--- src/rtl/cpu_bus_arbiter.sv ---
// cpu_bus_arbiter: merges CPU instruction fetches (two beats) and data accesses onto
// one single-outstanding memory port. Optional one-entry fetch buffer: BUS_ARB_FETCH_HIT_EN.
module cpu_bus_arbiter #(
   parameter bit          DATA_PRIORITY  = 1'b1,
   parameter int unsigned TIMEOUT_CYCLES = 255,
   parameter logic [31:0] ERR_WORD       = 32'hDEAD_BEEF
) (
   input  logic        clk,
   input  logic        rst,

   input  logic        inst_ce,
   input  logic [31:0] inst_addr,
   output logic [31:0] inst_rdata,
   output logic [31:0] inst_rdata_2,
   output logic        inst_stall,

   input  logic        data_ce,
   input  logic        data_we,
   input  logic [31:0] data_addr,
   input  logic [3:0]  data_be,
   input  logic [31:0] data_wdata,
   output logic [31:0] data_rdata,
   output logic        data_stall,

   output logic        mem_req,
   output logic        mem_we,
   output logic [31:0] mem_addr,
   output logic [3:0]  mem_be,
   output logic [31:0] mem_wdata,
   input  logic        mem_ack,
   input  logic [31:0] mem_rdata,

   output logic        bus_error
);

   typedef enum logic [2:0] {
      S_IDLE,
      S_I0,
      S_I1,
      S_D,
      S_IRSP,
      S_DRSP
   } state_t;

   localparam logic [7:0] TMO_LAST = 8'(TIMEOUT_CYCLES - 1);

   state_t      r_state;
   logic        r_last_data;
   logic [7:0]  r_tmo_cnt;

   logic        r_mem_req;
   logic        r_mem_we;
   logic [31:0] r_mem_addr;
   logic [3:0]  r_mem_be;
   logic [31:0] r_mem_wdata;
   logic        r_bus_error;

   logic [31:0] r_inst_rdata;
   logic [31:0] r_inst_rdata_2;
   logic [31:0] r_data_rdata;

   logic [31:0] w_line_addr;
   logic        w_grant_inst;
   logic        w_grant_data;
   logic        w_timeout;
   logic        w_beat_done;
   logic        w_hit;
   logic [31:0] w_buf_w0;
   logic [31:0] w_buf_w1;
   logic        w_unused;

   assign w_line_addr = {inst_addr[31:2], 2'b00};
   assign w_unused    = &{1'b0, inst_addr[1:0]};

   // A data grant last time hands the next contested IDLE cycle to the fetch side.
   assign w_grant_inst = inst_ce & (~data_ce | r_last_data | (DATA_PRIORITY == 1'b0));
   assign w_grant_data = data_ce & ~w_grant_inst;

   assign w_timeout   = r_mem_req & ~mem_ack & (r_tmo_cnt == TMO_LAST);
   assign w_beat_done = r_mem_req & (mem_ack | w_timeout);

   assign inst_stall = inst_ce & (r_state != S_IRSP);
   assign data_stall = data_ce & (r_state != S_DRSP);

   assign mem_req      = r_mem_req;
   assign mem_we       = r_mem_we;
   assign mem_addr     = r_mem_addr;
   assign mem_be       = r_mem_be;
   assign mem_wdata    = r_mem_wdata;
   assign bus_error    = r_bus_error;
   assign inst_rdata   = r_inst_rdata;
   assign inst_rdata_2 = r_inst_rdata_2;
   assign data_rdata   = r_data_rdata;

   // Beat watchdog: restarts on every new beat and whenever no beat is pending.
   always_ff @(posedge clk) begin
      if (rst) begin
         r_tmo_cnt <= '0;
      end else if (r_mem_req && !w_beat_done) begin
         r_tmo_cnt <= r_tmo_cnt + 8'd1;
      end else begin
         r_tmo_cnt <= '0;
      end
   end

   // NOTE: sequential state uses non-blocking assignments only, so every register
   // samples the pre-edge values of its neighbours regardless of statement order.
   always_ff @(posedge clk) begin
      if (rst) begin
         r_state        <= S_IDLE;
         r_last_data    <= 1'b0;
         r_mem_req      <= 1'b0;
         r_mem_we       <= 1'b0;
         r_mem_addr     <= '0;
         r_mem_be       <= '0;
         r_mem_wdata    <= '0;
         r_bus_error    <= 1'b0;
         r_inst_rdata   <= '0;
         r_inst_rdata_2 <= '0;
         r_data_rdata   <= '0;
      end else begin
         r_bus_error <= w_timeout;
         unique case (r_state)
            S_IDLE: begin
               if (w_grant_inst) begin
                  r_last_data <= 1'b0;
                  if (w_hit) begin
                     r_state        <= S_IRSP;
                     r_inst_rdata   <= w_buf_w0;
                     r_inst_rdata_2 <= w_buf_w1;
                  end else begin
                     r_state    <= S_I0;
                     r_mem_req  <= 1'b1;
                     r_mem_we   <= 1'b0;
                     r_mem_addr <= w_line_addr;
                     r_mem_be   <= 4'hF;
                  end
               end else if (w_grant_data) begin
                  r_last_data <= 1'b1;
                  r_state     <= S_D;
                  r_mem_req   <= 1'b1;
                  r_mem_we    <= data_we;
                  r_mem_addr  <= data_addr;
                  r_mem_be    <= data_be;
                  r_mem_wdata <= data_wdata;
               end
            end

            S_I0: begin
               if (w_beat_done) begin
                  r_inst_rdata <= mem_ack ? mem_rdata : ERR_WORD;
                  r_mem_addr   <= r_mem_addr + 32'd4;
                  r_state      <= S_I1;
               end
            end

            S_I1: begin
               if (w_beat_done) begin
                  r_inst_rdata_2 <= mem_ack ? mem_rdata : ERR_WORD;
                  r_mem_req      <= 1'b0;
                  r_state        <= S_IRSP;
               end
            end

            S_D: begin
               if (w_beat_done) begin
                  if (!r_mem_we) begin
                     r_data_rdata <= mem_ack ? mem_rdata : ERR_WORD;
                  end
                  r_mem_req <= 1'b0;
                  r_state   <= S_DRSP;
               end
            end

            S_IRSP, S_DRSP: begin
               r_state <= S_IDLE;
            end

            default: begin
               r_state   <= S_IDLE;
               r_mem_req <= 1'b0;
            end
         endcase
      end
   end

`ifdef BUS_ARB_FETCH_HIT_EN
   logic        r_buf_valid;
   logic        r_fetch_err;
   logic [31:0] r_buf_tag;
   logic [31:0] r_fetch_tag;
   logic [31:0] r_buf_w0;
   logic [31:0] r_buf_w1;

   // A fetch that timed out on either beat must never populate the buffer.
   always_ff @(posedge clk) begin
      if (rst) begin
         r_buf_valid <= 1'b0;
         r_fetch_err <= 1'b0;
         r_buf_tag   <= '0;
         r_fetch_tag <= '0;
         r_buf_w0    <= '0;
         r_buf_w1    <= '0;
      end else begin
         if (r_state == S_IDLE && w_grant_inst) begin
            r_fetch_tag <= w_line_addr;
            r_fetch_err <= 1'b0;
         end else if (w_timeout) begin
            r_fetch_err <= 1'b1;
         end

         if (w_timeout) begin
            r_buf_valid <= 1'b0;
         end else if (r_state == S_IRSP && !r_fetch_err) begin
            r_buf_valid <= 1'b1;
            r_buf_tag   <= r_fetch_tag;
            r_buf_w0    <= r_inst_rdata;
            r_buf_w1    <= r_inst_rdata_2;
         end else if (r_state == S_DRSP && r_mem_we &&
                      (r_mem_addr == r_buf_tag || r_mem_addr == r_buf_tag + 32'd4)) begin
            r_buf_valid <= 1'b0;
         end
      end
   end

   assign w_hit    = r_buf_valid & (r_buf_tag == w_line_addr);
   assign w_buf_w0 = r_buf_w0;
   assign w_buf_w1 = r_buf_w1;
`else
   assign w_hit    = 1'b0;
   assign w_buf_w0 = '0;
   assign w_buf_w1 = '0;
`endif

endmodule
--- config.mk ---
export PLATFORM = sky130hd
export DESIGN_NAME = cpu_bus_arbiter
export DESIGN_NICKNAME = d
export VERILOG_FILES = /design/src/rtl/cpu_bus_arbiter.sv
export SDC_FILE = /design/constraint.sdc
export NUM_CORES = 1
export LEC_CHECK = 0
export ABC_CLOCK_PERIOD_IN_PS = 2400
export BUFFER_PORTS_ARGS = -buffer_cell sky130_fd_sc_hd__buf_4
export CELL_PAD_IN_SITES_DETAIL_PLACEMENT = 2
export CELL_PAD_IN_SITES_GLOBAL_PLACEMENT = 2
export CORE_ASPECT_RATIO = 0.5
export CORE_MARGIN = 3
export CORE_UTILIZATION = 27
export CTS_CLUSTER_SIZE = 40
export DETAILED_ROUTE_END_ITERATION = 8
export PLACE_DENSITY_LB_ADDON = 0.15
export SLEW_MARGIN = 20
export SYNTH_ARGS = -nofsm -noshare
export SYNTH_HDL_FRONTEND = slang
export SYNTH_SLANG_ARGS = --single-unit
--- constraint.sdc ---
create_clock -name clk -period 2.4 [get_ports clk]
set_input_delay 0.12 -clock clk [delete_from_list [all_inputs] [get_ports clk]]
set_output_delay 0.12 -clock clk [all_outputs]
set_load 0.01 [all_outputs]
==> flow_summary.toml <==
[status]
status = "completed"

[finish]
final_cells = 1651
area_delta_synth_final_pct = 49.3
nets = 1397
num_antenna_cells = 0
drive_above_1_share_pct = 31.8
fillCellCount = 3125
utilization_pct = 41.6

[timing]
worst_slack_ns = 0.260
rsz0062_at_grt = "false"
tightestPinTransition_ns = 0.814
slew_headroom_pct = 45.7
slew_viol_final = 0
fmax_mhz = 467
min_period_over_period_pct = 89.2
finalHoldViolCount = 0
tns_ns = 0
setup_viol = 0
fin_skew_ns = 0.00921
fin_crit_ns = 2.14

[pwr]
peakVddDrop_v = 0.000544
power_density_nw_per_um2 = 691
p_leak_nw = 4.66

[worst_setup_path]
rr_endpoint = "mem_addr[15]$_SDFFE_PP0P_"
worst_ep_arrival_time_ns = 2.48
reg2reg_from = "r_tmo_cnt[0]$_SDFF_PP0_"
cp-start-kind = "register"
reg2reg_slack_ns = 0.26
cp.required_ns = 2.74
worst_setup_path_end_kind = "register"
r2r_cells = 8
cp_max_fo = 23
crit_type = "register to register"

[synth]
syn_area_um2 = 7820
ys_seq_elements = 179
synthArstFlopShare_pct = 0
syn-num-nets = 1068
synth-edff-count = 0
yosys-top-cells-area = "dfxtp_1, a211oi_1, a21oi_1"
synth_seq_area_share_pct = 45.8
postSynthAreaPerCell_um2 = 8.43
ys.flop_type = "dfxtp_1"
synth_area_leader_cell = "dfxtp_1"
ys.warnings.count = 0
synthDominantCellAreaShare_pct = 45.8
synth_cells = 927
synth.distinct_cells = 65

[grt]
antenna_found_initial = 0
grt_pass1_wl_mm = 52.2
grt_max_degree = 58
grt_pass1_vias = 9292
grt-ovfl-total = 0
grt_usage_pct = 21.2

[clock_network]
clkLatencyLatePin_ns = 0.44
cts_sinks = 179
cts_root_buf = "clkbuf_16"
cts_made_buffers = 17
cts_setup_buffers = 0
htree_levels = 4
clock_path_buffers = 2
cts_tree = "built"
clk_pin_slew_ns = 0.07

[route]
firstDrtPassIters = 4
wl_mm = 33.7
vias = 8416
drc = 0
routedWlPerCell_um = 20.4
via_per_inst = 5.10
ant_nets = 0
drt-initial-drc-count = 266

[placement]
port_buffers = 304
post-dp-hpwl_mm = 23.1
dp_cells = 1568
pre_cts_ws_ns = 0.0170
globalplace.congestion = 0.769

[floorplanning]
rows = 43
core_area_um2 = 28100
chipWidth_um = 247
num_io_pins = 307
start_util_pct = 27.8
die_area_um2 = 31200
die_h_um = 126

[hold_path]
hold_depth = 3
hp-class = "input port to register"
holdPathEnd = "data_rdata[18]$_SDFFE_PP0P_"
hp-start = "mem_rdata[18]"

[flow_run]
maxCapViolCount = 0
## layout make-up
type	count	area (um^2)	share of cell area, %
well taps	382	478	4.09
inverters	10	37.5	0.322
clock buffers	18	429	3.68
clock inverters	14	173	1.48
flip-flops and latches	179	3580	30.7
repair buffers	385	3110	26.6
multi-input cells	663	3860	33.1
## through the flow
| stage | area, um^2 | hold WS (ns) | total power, W |
|---|---|---|---|
| after global routing | 11700 | 0.0207 | 0.00846 |
| after detailed placement | 10600 | 0.376 | 0.00510 |
| after floorplan | 7820 | 0.256 | 0.00423 |
| after CTS | 11700 | 0.000609 | 0.00815 |
| after global placement | 10600 | 0.352 | 0.00502 |
| final | 11700 | 0.0261 | 0.00807 |
## registers in the layout, summed over array words and instances (netlist names)
| signal | count |
|---|---|
| bus_error | 1 |
| data_rdata | 32 |
| inst_rdata | 32 |
| inst_rdata_2 | 32 |
| mem_addr | 32 |
| mem_be | 4 |
| mem_req | 1 |
| mem_wdata | 32 |
| mem_we | 1 |
| r_last_data | 1 |
| r_state | 3 |
| r_tmo_cnt | 8 |
## cells by family after synthesis
family                     after synthesis  synth area share (%)
muxes                                   23                  3.04
buffers and inverters                   85                  5.14
adders and majority gates                3                 0.480
DFF                                    179                  45.8
and+or+nand+nor                        366                  22.4
AOI/OAI and AO/OA                      265                  22.5
xor gates and xnor gates                 6                 0.672
## cells in the final DEF (no fill, tap or decap), types with 4 or more instances in the layout
cell type | synthesis | layout
buf_4 | 11 | 326
dfxtp_1 | 179 | 179
nor2_1 | 114 | 114
nand2_1 | 109 | 109
a21oi_1 | 87 | 86
a211oi_1 | 66 | 66
dlygate4sd3_1 | 0 | 51
o21ai_0 | 44 | 44
nand3_1 | 42 | 42
nor2b_1 | 26 | 26
nand4_1 | 20 | 20
mux2i_1 | 17 | 17
clkbuf_16 | 0 | 17
nor3_1 | 14 | 14
a211oi_2 | 10 | 10
inv_1 | 9 | 9
o211ai_1 | 9 | 9
a32o_1 | 8 | 8
and3_1 | 7 | 7
nor4_1 | 7 | 7
buf_12 | 0 | 7
mux2_2 | 6 | 6
a31oi_1 | 5 | 5
o22ai_1 | 4 | 4
## worst max-delay path by stage
stage                                  start                          end  slack [ns]  depth (start not counted)
global route         r_tmo_cnt[0]$_SDFF_PP0_  data_rdata[26]$_SDFFE_PP0P_        0.04                          8
detailed placement   r_tmo_cnt[0]$_SDFF_PP0_    mem_addr[15]$_SDFFE_PP0P_        0.02                          8
finish               r_tmo_cnt[0]$_SDFF_PP0_    mem_addr[15]$_SDFFE_PP0P_        0.26                          8
CTS                 mem_addr[2]$_SDFFE_PP0P_    mem_addr[16]$_SDFFE_PP0P_        0.26                          7
global placement     r_tmo_cnt[0]$_SDFF_PP0_    mem_addr[16]$_SDFFE_PP0P_        0.08                          8
floorplan           mem_addr[2]$_SDFFE_PP0P_    mem_addr[30]$_SDFFE_PP0P_        0.32                          6
## critical path: stages, from the launching register on
cell and delay [ns]:
dfxtp_1 0.38, inv_1 0.06, ha_1 0.21, nand4_1 0.13, o21ai_1 0.13, a21oi_4 0.60, nor2_1 0.09, buf_4 0.20
a32o_1 0.22
## cell usage after synthesis (all sizes together), types with 9 or more instances
master / count
a211oi: 76
a21oi: 87
buf: 36
clkbuf: 39
dfxtp: 179
inv: 10
mux2i: 17
nand2: 109
nand3: 43
nand4: 21
nor2: 115
nor2b: 26
nor3: 15
nor4: 9
o211ai: 9
o21ai: 50
## routing by layer
layer,vias to the layer above,routed length (um),GRT usage [%]
li1,3982,-,-
met1,4209,13800,24.3
met2,174,17500,38.8
met3,51,1590,5.03
met4,0,879,7.27
met5,-,0,0
## report_power, final
group	internal, W	switching [W]	leakage, nW
sequential	0.00317	0.000205	1.45
combinational	0.000792	0.000945	2.92
clock	0.00158	0.00138	0.286
total	0.00554	0.00253	4.66
## what timing repair did
item	in CTS	in global routing
resized for setup	1	0
hold endpoints to repair	67	0
hold buffers	51	0
setup endpoints to repair	5	0
No activity file was read; power rests on OpenSTA's default activity.
